## src/rtl/riscv_fetch_pkg.sv

```systemverilog
// Shared types and constants for the instruction fetch front end.
// Holds the fetch FSM state encoding and the FIFO entry layout.
package riscv_fetch_pkg;

   localparam int XLEN = 32;
   localparam logic [XLEN-1:0] PC_STEP = 32'd4;

   typedef enum logic [1:0] {
      FETCH   = 2'd0,
      STALL   = 2'd1,
      DISCARD = 2'd2
   } fetch_state_t;

   typedef struct packed {
      logic [XLEN-1:0] pc;
      logic [XLEN-1:0] instr;
   } fetch_entry_t;

   // Instruction addresses are word aligned; the low two bits are dropped.
   function automatic logic [XLEN-1:0] align_word(input logic [XLEN-1:0] addr);
      return {addr[XLEN-1:2], 2'b00};
   endfunction

endpackage

```

## src/rtl/instr_fetch_unit_fifo.sv

```systemverilog
// Small synchronous FIFO of fetched {pc, instr} entries.
// A pop frees space before a same-cycle push, so push+pop works when full.
module fetch_fifo
   import riscv_fetch_pkg::*;
#(
   parameter int DEPTH = 2,
   localparam int AW = $clog2(DEPTH),
   localparam int CW = AW + 1
) (
   input  logic         clk,
   input  logic         reset,
   input  logic         clear,
   input  logic         push,
   input  fetch_entry_t push_data,
   input  logic         pop,
   output fetch_entry_t head,
   output logic [CW-1:0] count,
   output logic         full,
   output logic         empty
);

   localparam logic [CW-1:0] CNT_ONE  = {{(CW-1){1'b0}}, 1'b1};
   localparam logic [CW-1:0] CNT_FULL = CW'(DEPTH);
   localparam logic [AW-1:0] PTR_ONE  = {{(AW-1){1'b0}}, 1'b1};

   fetch_entry_t  mem_r [DEPTH];
   logic [AW-1:0] wr_ptr_r;
   logic [AW-1:0] rd_ptr_r;
   logic [CW-1:0] count_r;
   logic [CW-1:0] count_next_s;
   logic          push_ok_s;
   logic          pop_ok_s;

   assign full  = (count_r == CNT_FULL);
   assign empty = (count_r == {CW{1'b0}});
   assign count = count_r;

   // Accept handshakes and compute the occupancy after this cycle.
   always_comb begin
      pop_ok_s     = pop && !empty;
      push_ok_s    = push && (!full || pop_ok_s);
      count_next_s = count_r;
      case ({push_ok_s, pop_ok_s})
         2'b10:   count_next_s = count_r + CNT_ONE;
         2'b01:   count_next_s = count_r - CNT_ONE;
         default: count_next_s = count_r;
      endcase
   end

   // Head entry reads as zero while the FIFO is empty.
   always_comb begin
      head = '0;
      if (!empty) begin
         head = mem_r[rd_ptr_r];
      end else begin
         head = '0;
      end
   end

   // Storage, pointers and occupancy; clear drops everything in one cycle.
   always_ff @(posedge clk) begin
      if (reset) begin
         wr_ptr_r <= {AW{1'b0}};
         rd_ptr_r <= {AW{1'b0}};
         count_r  <= {CW{1'b0}};
         for (int i = 0; i < DEPTH; i++) begin
            mem_r[i] <= '0;
         end
      end else if (clear) begin
         wr_ptr_r <= {AW{1'b0}};
         rd_ptr_r <= {AW{1'b0}};
         count_r  <= {CW{1'b0}};
      end else begin
         if (push_ok_s) begin
            mem_r[wr_ptr_r] <= push_data;
            wr_ptr_r        <= wr_ptr_r + PTR_ONE;
         end
         if (pop_ok_s) begin
            rd_ptr_r <= rd_ptr_r + PTR_ONE;
         end
         count_r <= count_next_s;
      end
   end

endmodule

```

## src/rtl/instr_fetch_unit.sv

```systemverilog
// Fetch stage: owns the PC, issues one word request at a time to instruction
// memory, buffers returned words and handles branch/jump redirects.
module instr_fetch_unit
   import riscv_fetch_pkg::*;
#(
   parameter logic [31:0] RESET_PC = 32'h0000_0000,
   parameter int          DEPTH    = 2
) (
   input  logic        clk,
   input  logic        reset,
   output logic        imem_req,
   output logic [31:0] imem_addr,
   input  logic        imem_ack,
   input  logic [31:0] imem_rdata,
   output logic [31:0] instr_out,
   output logic [31:0] instr_pc,
   output logic        instr_valid,
   input  logic        instr_ready,
   input  logic        redirect,
   input  logic [31:0] redirect_pc
);

   localparam int CW = $clog2(DEPTH) + 1;
   localparam logic [CW-1:0] CNT_FULL = CW'(DEPTH);

   fetch_state_t  state_r;
   fetch_state_t  state_next_s;
   logic [31:0]   pc_r;
   logic [31:0]   pc_next_s;
   logic [31:0]   addr_r;
   logic [31:0]   addr_next_s;
   logic [31:0]   target_s;
   logic          req_s;
   logic          ack_s;
   logic          push_s;
   logic          pop_s;
   logic          clear_s;
   logic [CW-1:0] count_s;
   logic [CW-1:0] count_after_s;
   logic          full_s;
   logic          empty_s;
   fetch_entry_t  push_entry_s;
   fetch_entry_t  head_s;

   // pc_r is the next fetch target; addr_r is what is on the bus, and the two
   // differ only in DISCARD while the stale request is still outstanding.
   assign imem_req    = req_s && !reset;
   assign imem_addr   = addr_r;
   assign instr_valid = !empty_s;
   assign instr_out   = head_s.instr;
   assign instr_pc    = head_s.pc;

   assign push_entry_s.pc    = addr_r;
   assign push_entry_s.instr = imem_rdata;

   // Next-state, PC and FIFO control; redirect outranks push and pop.
   always_comb begin
      state_next_s  = state_r;
      pc_next_s     = pc_r;
      addr_next_s   = addr_r;
      clear_s       = 1'b0;
      target_s      = align_word(redirect_pc);
      req_s         = (state_r != STALL);
      ack_s         = imem_ack && req_s;
      pop_s         = !empty_s && instr_ready && !redirect;
      push_s        = (state_r == FETCH) && ack_s && !redirect && (!full_s || pop_s);
      count_after_s = count_s + {{(CW-1){1'b0}}, push_s} - {{(CW-1){1'b0}}, pop_s};

      case (state_r)
         FETCH: begin
            if (redirect) begin
               clear_s   = 1'b1;
               pc_next_s = target_s;
               if (ack_s) begin
                  addr_next_s  = target_s;
                  state_next_s = FETCH;
               end else begin
                  addr_next_s  = addr_r;
                  state_next_s = DISCARD;
               end
            end else if (push_s) begin
               pc_next_s   = pc_r + PC_STEP;
               addr_next_s = pc_r + PC_STEP;
               if (count_after_s == CNT_FULL) begin
                  state_next_s = STALL;
               end else begin
                  state_next_s = FETCH;
               end
            end else begin
               state_next_s = FETCH;
            end
         end
         STALL: begin
            if (redirect) begin
               clear_s      = 1'b1;
               pc_next_s    = target_s;
               addr_next_s  = target_s;
               state_next_s = FETCH;
            end else if (count_after_s != CNT_FULL) begin
               state_next_s = FETCH;
            end else begin
               state_next_s = STALL;
            end
         end
         DISCARD: begin
            if (redirect) begin
               clear_s   = 1'b1;
               pc_next_s = target_s;
               if (ack_s) begin
                  addr_next_s  = target_s;
                  state_next_s = FETCH;
               end else begin
                  state_next_s = DISCARD;
               end
            end else if (ack_s) begin
               addr_next_s  = pc_r;
               state_next_s = FETCH;
            end else begin
               state_next_s = DISCARD;
            end
         end
         default: begin
            clear_s      = 1'b1;
            pc_next_s    = RESET_PC;
            addr_next_s  = RESET_PC;
            state_next_s = FETCH;
         end
      endcase
   end

   // FSM state, fetch PC and bus address registers.
   always_ff @(posedge clk) begin
      if (reset) begin
         state_r <= FETCH;
         pc_r    <= RESET_PC;
         addr_r  <= RESET_PC;
      end else begin
         state_r <= state_next_s;
         pc_r    <= pc_next_s;
         addr_r  <= addr_next_s;
      end
   end

   fetch_fifo #(
      .DEPTH(DEPTH)
   ) u_fifo (
      .clk      (clk),
      .reset    (reset),
      .clear    (clear_s),
      .push     (push_s),
      .push_data(push_entry_s),
      .pop      (pop_s),
      .head     (head_s),
      .count    (count_s),
      .full     (full_s),
      .empty    (empty_s)
   );

endmodule

```

## config.mk

```make
export PLATFORM = sky130hd
export DESIGN_NAME = instr_fetch_unit
export DESIGN_NICKNAME = d
export VERILOG_FILES = /design/src/rtl/riscv_fetch_pkg.sv /design/src/rtl/instr_fetch_unit_fifo.sv /design/src/rtl/instr_fetch_unit.sv
export SDC_FILE = /design/constraint.sdc
export NUM_CORES = 1
export LEC_CHECK = 0
export BUFFER_PORTS_ARGS = -buffer_cell sky130_fd_sc_hd__buf_4
export CORE_ASPECT_RATIO = 2
export CORE_MARGIN = 2
export CORE_UTILIZATION = 58
export DETAILED_ROUTE_END_ITERATION = 16
export GPL_ROUTABILITY_DRIVEN = 0
export HOLD_SLACK_MARGIN = 0.1
export PLACE_DENSITY = 0.78
export SETUP_SLACK_MARGIN = 0.5
export SLEW_MARGIN = 20
export SYNTH_ARGS = -nofsm -noshare
export SYNTH_HDL_FRONTEND = slang
export SYNTH_HIERARCHICAL = 1
export SYNTH_SLANG_ARGS = --single-unit
```

## constraint.sdc

```tcl
create_clock -name clk -period 4.7 [get_ports clk]
set_input_delay 0.705 -clock clk [delete_from_list [all_inputs] [get_ports clk]]
set_output_delay 0.705 -clock clk [all_outputs]
set_load 0.02 [all_outputs]
```

==> metrics.cfg, run 1 <==
[outcome]
status=completed

[synthesis]
async_flop_share=0
synth_top_cells_by_count=edfxtp_1 (128), nor2_1 (109), and2_1 (103), nand2_1 (88), dfxtp_1 (69)
yosysTopAreaCellShare=0.3594
ys_types=83
postSynthAreaPerCell_um2=9.948
syn_inst=1075
yosysTopAreaCell=edfxtp_1
synth_edf_count=128
synth_area_um2=10690
yosys_most_used_dff=edfxtp_1
yosysMostFrequentCell=edfxtp_1
synth-seq-cells=197
synth_warnings=6
ys_seq_area_frac=0.4886
synthesis.nets=1152
synth.top_cells.by_area=edfxtp_1 (36%), dfxtp_1 (13%), mux2i_1 (6.3%)

[grt]
grt_max_degree=67
grt_usage=0.3019
grt_antenna_before_repair=0
grt_pass1_vias=8578
grt_pass1_wl_um=45700
gr-total-overflow=0

[clock_network]
clk_pin_slew_ns=0.07
h-tree-depth=4
cts.sink_count=197
cts_max_path_buffers=2
cts.repair.resized=0
cts_tree=done
cts_made_buffers=17
clockRootBuffer=clkbuf_16
ctsHoldBuffers=0
clk_latency_ns=0.43
post_cts_buffers=0

[sta]
setup_slack_ns=1.568
fmaxAchievable_mhz=319.3
fin_setup_tns_ns=0
setup_viol=0
slew_violations=0
hold_viol_final=0
worstMarginPinSlew_ns=1.034
finClkSkew_ns=0.01899
timing.slew.headroom=0.3090
post-route-period-util=0.6664
min_period_ns=3.132
rsz0062_at_grt=false

[hold_path]
holdPathEnd=imem_addr[0]
whs_path_depth=1
hold_start=imem_addr[0]
worstHoldPathType=reg -> reg

[setup_path]
reg2regPathDepth=8
max_stage_delay_ns=0.84
critPathTopFamily=simple AND/OR/NAND/NOR gates
required_ns=5.07
ff2ff_setup_slack_ns=1.57
cp.arrival_ns=3.50
reg2reg_to=imem_addr[15]
critPathMaxFanout=10
timing.rr.start=u_fifo/count[1]
crit_type=reg -> reg
slowest_stage=nor3b_1
worstSetupEndpointType=flop
setup.worst_path.start_class=flop
crit_buf_inv=1
cp_cell_sequence=nor2_4 -> nor3b_1 -> o221a_2 -> o21ai_1 -> buf_4 -> nor2_1 -> o311a_1 -> a221o_1

[drt]
remaining_drc_errors=0
viasPerCell=6.269
dr.pass1.iters=7
routed_wl_um=29380
ant_nets=0
drt_iter0_drc=732
drt-wirelength-per-cell_um=20.60
via_count=8939

[floorplan]
core_um2=18220
dieArea_um2=19610
dieWidth_um=100.0
pin_count=167
rows=70
start_util=0.5870
dieHeight_um=196.0

[layout]
antennaDiodeCount=0
final_net_count=1274
area_delta_synth_final_pct=16.89
drive_above_1_share=0.2256

[placed_design]
io_buffers=164
dp_hpwl_um=20550
post-place-ws_ns=1.415

[pwr]
ir_drop_mv=0.2221
leakagePower_nw=4.844
pwr_density_cell_nw_per_um2=305.6

[run]
drv_cap=0

-- flip-flops by register name (all words and copies together) (netlist names), named ones only --
name / count
state_r: 2
u_fifo/wr_ptr_r: 1
u_fifo/count: 2
pc_r: 30
u_fifo/rd_ptr_r: 1
imem_addr: 32
u_fifo/mem_r: 128
-- through the flow --
stage               total power [mW]  instances  instance area, um^2  utilization  hold slack [ns]
finish                         3.821       1426                12500       0.6862           0.5051
global route                   3.956       1426                12500       0.6862           0.4998
CTS                            3.840       1426                12500       0.6862           0.4899
detailed placement             2.489       1394                11950       0.6559           0.4956
global placement               2.475       1394                11950       0.6559           0.4821
floorplan                      2.287       1075                10690            -           0.4725
-- layer usage --
metal | GRT usage | wire length (um)
met5 | 0 | 0
met4 | 0.2004 | 1914
met3 | 0.05558 | 1833
met2 | 0.5263 | 15310
met1 | 0.3274 | 10320
-- cells by family after synthesis --
group	count (synthesis)	share of synthesized area
compound gates	230	0.1439
xor+xnor	11	0.009009
fa+ha+maj	8	0.009360
buf+inv	99	0.04844
flops	197	0.4886
mux	67	0.06271
simple gates	463	0.2380
-- worst max-delay path by stage --
stage	startpoint	to	slack, ns	cells past startpoint
detailed placement	redirect	imem_addr[13]	1.41	8
CTS	u_fifo/count[1]	u_fifo/mem_r[0][53]	1.59	8
global placement	redirect	imem_addr[15]	1.45	8
floorplan	imem_ack	u_fifo/mem_r[1][0]	0.62	8
global route	u_fifo/count[1]	u_fifo/mem_r[0][47]	1.36	8
finish	u_fifo/count[1]	imem_addr[15]	1.57	8
-- cell type report --
cell class	instances	area, um^2
Timing Repair Buffer	187	1429
Multi-Input combinational cell	779	4965
Clock inverter	11	91.34
Sequential cell	197	5229
Fill cell	1434	5717
Clock buffer	21	460.4
Inverter	15	56.30
Tap cell	216	270.3
-- cell usage in the layout, fill, tap and decap left out, drive strengths merged, types with 4 or more instances in the layout --
master  count
and4        4
nand4      16
and2      134
ha          8
dfxtp      69
nor4       12
edfxtp    128
or4         4
o311ai      6
o31ai       6
a211oi      7
clkbuf     21
buf       187
nor2      110
a21oi      48
inv        20
nor3       19
a32oi       5
o22ai       4
a31oi      11
a221o       8
or3         5
or2         9
o211ai      5
xor2        7
mux2i      67
clkinv      5
and3       11
nand3      29
a32o        4
a21o        9
xnor2       4
o21ai      58
nand2b      4
nor2b       4
a22oi      22
nand2      90
-- power breakdown --
part / switching [mW] / internal, mW
registers: 0.0809 / 1.92
clock network: 0.641 / 0.719
logic: 0.275 / 0.182
Power figures use the tool's default switching activity.
==> run 2: changes to the inputs <==
- clock period: 4.7 -> 3.2 ns (I/O delays scaled with it)
==> metrics.cfg, run 2 (synthesized netlist as in run 1, its figures left out) <==
[pwr]
switching_share=0.2710  ; was 0.2610
p_total_mw=5.659  ; was 3.821 mW
power.internal_mw=4.125  ; was 2.824 mW
leakagePower_nw=4.961  ; was 4.844 nW
pwr_density_cell_nw_per_um2=444.3  ; was 305.6 nW/um^2
p_seq_frac=0.519  ; was 0.524
p_comb_frac=0.125  ; was 0.120
p_clk_frac=0.356  ; about the same
ir_drop_mv=0.3902  ; was 0.2221 mV
power.switching_mw=1.534  ; was 0.9971 mW

[setup_path]
ff2ff_setup_slack_ns=0.66  ; was 1.57 ns
timing.rr.start=state_r[1]  ; was u_fifo/count[1]
cp-startpoint=state_r[1]  ; was u_fifo/count[1]
setup.worst_path.start_class=flop  ; unchanged
required_ns=3.50  ; was 5.07 ns
critPathMaxFanout=13  ; was 10
worstSetupEndpointType=flop  ; unchanged
crit_type=reg -> reg  ; unchanged
reg2regPathDepth=10  ; was 8
cp.arrival_ns=2.85  ; was 3.50 ns
reg2reg_to=pc_r[8]  ; was imem_addr[15]

[floorplan]
core_um2=18220  ; unchanged
start_util=0.5870  ; unchanged
rows=70  ; unchanged
pin_count=167  ; unchanged
dieArea_um2=19610  ; unchanged
dieHeight_um=196.0  ; unchanged
dieWidth_um=100.0  ; unchanged

[sta]
finClkSkew_ns=0.01429  ; was 0.01899 ns
hold_viol_final=0  ; unchanged
slew_violations=0  ; unchanged
fmaxAchievable_mhz=393.3  ; was 319.3 MHz
min_period_ns=2.543  ; was 3.132 ns
rsz0062_at_grt=false  ; unchanged
worstMarginPinSlew_ns=0.8694  ; was 1.034 ns
post-route-period-util=0.7945  ; was 0.6664
fin_setup_tns_ns=0  ; unchanged
setup_viol=0  ; unchanged
timing.slew.headroom=0.4151  ; was 0.3090

[grt]
grt_pass1_wl_um=46160  ; was 45700 um
grt_pass1_vias=8856  ; was 8578
gr-total-overflow=0  ; unchanged
grt_usage=0.3050  ; was 0.3019
grt_antenna_before_repair=0  ; unchanged
grt_max_degree=66  ; was 67

[run]
drv_cap=0  ; unchanged

[clock_network]
post_cts_buffers=0  ; unchanged
cts_tree=done  ; unchanged
h-tree-depth=4  ; unchanged
clk_pin_slew_ns=0.08  ; was 0.07 ns
cts_max_path_buffers=2  ; unchanged
cts_made_buffers=17  ; unchanged
clockRootBuffer=clkbuf_16  ; unchanged
clk_latency_ns=0.44  ; was 0.43 ns
cts.sink_count=197  ; unchanged
ctsHoldBuffers=0  ; unchanged

[drt]
drt-wirelength-per-cell_um=20.79  ; was 20.60 um
remaining_drc_errors=0  ; unchanged
via_count=9044  ; was 8939
ant_nets=0  ; unchanged
drt_iter0_drc=546  ; was 732
dr.pass1.iters=8  ; was 7
viasPerCell=6.233  ; was 6.269
routed_wl_um=30160  ; was 29380 um

[hold_path]
worstHoldPathType=in -> reg  ; was reg -> reg
holdPathEnd=imem_addr[19]  ; was imem_addr[0]
whs_path_depth=2  ; was 1
hold_start=redirect_pc[19]  ; was imem_addr[0]

[layout]
drive_above_1_share=0.2478  ; was 0.2256
area_delta_synth_final_pct=19.11  ; was 16.89%
layout_common_cells=buf_4 (207), edfxtp_1 (128), nor2_1 (107), and2_1 (103), nand2_1 (88)  ; was buf_4 (185), edfxtp_1 (128), nor2_1 (108), and2_1 (103), nand2_1 (88)
antennaDiodeCount=0  ; unchanged
final_net_count=1299  ; was 1274
largest_register_ffs=128  ; unchanged
final_common_cell=buf_4  ; unchanged
largest-register=u_fifo/mem_r  ; unchanged
fillCellCount=1438  ; was 1434

[placed_design]
io_buffers=164  ; unchanged
dp_hpwl_um=21260  ; was 20550 um

[outcome]
status=completed  ; unchanged

==> run 2: changes by cell type in the layout (fill, tap and decap cells not counted), sizes merged <==
cell,change
buf,+24
or2,+1
clkinv,+1
clkbuf,-4
inv,-1
clkinvlp,+4
==> run 2: cell type report <==
| type | instances | area, um^2 | area share |
|---|---|---|---|
| clock inverters | 15 | 122.6 | 0.009627 |
| inverters | 15 | 56.30 | 0.004420 |
| repair buffers | 211 | 1625 | 0.1276 |
| multi-input cells | 780 | 5007 | 0.3931 |
| flip-flops and latches | 197 | 5230 | 0.4106 |
| clock buffers | 17 | 425.4 | 0.03340 |
| well taps | 216 | 270.3 | 0.02122 |
==> run 2: power groups by stage <==
stage	sequential, mW	clock (mW)	combinational, mW
finish	2.94	2.01	0.710
global route	2.95	2.12	0.764
CTS	2.93	2.03	0.697
detailed placement	2.99	0	0.693
global placement	2.98	0	0.682
floorplan	2.98	0	0.388
==> run 2: per-stage QoR <==
stage | worst slack, ns | instances | util | cell area [um^2] | hold slack [ns]
floorplan | 0.2985 | 1075 | - | 10760 | 0.4718
global placement | 0.5287 | 1418 | 0.6674 | 12160 | 0.4816
detailed placement | 0.4135 | 1418 | 0.6674 | 12160 | 0.4841
CTS | 0.5050 | 1451 | 0.6978 | 12710 | 0.2660
global route | 0.5188 | 1451 | 0.6992 | 12740 | 0.2739
finish | 0.6575 | 1451 | 0.6992 | 12740 | 0.2740
==> run 2: worst max-delay path by stage <==
stage	endpoint	slack, ns
after global placement	u_fifo/mem_r[1][46]	0.53
final	pc_r[8]	0.66
after detailed placement	u_fifo/mem_r[1][24]	0.41
after floorplan	u_fifo/mem_r[0][0]	0.30
after global routing	pc_r[12]	0.52
after CTS	u_fifo/mem_r[1][36]	0.50
==> run 2: critical path, cell delays in order (launching register included) <==
cell      delay [ns]
dfxtp_1         0.39
inv_1           0.08
ha_1            0.28
buf_4           0.19
nand2b_1        0.15
buf_4           0.19
a211oi_2        0.34
or4_1           0.43
o21ai_0         0.17
nand2_1         0.09
o311ai_0        0.11
==> run 2: what timing repair did <==
item                                   in CTS  in global routing
gates resized for setup                     0                  7
endpoints found under the hold margin       0                  0
gates cloned                                1                  0
setup endpoints to repair                  64                107
==> run 2: layer usage <==
layer  global-route usage  up-vias  share of wire
met4               0.1826        0          0.059
li1                     -     4209              -
met5                    0        -              0
met1               0.3237     4268           0.35
met2               0.5526      445           0.53
met3              0.05130      122          0.064
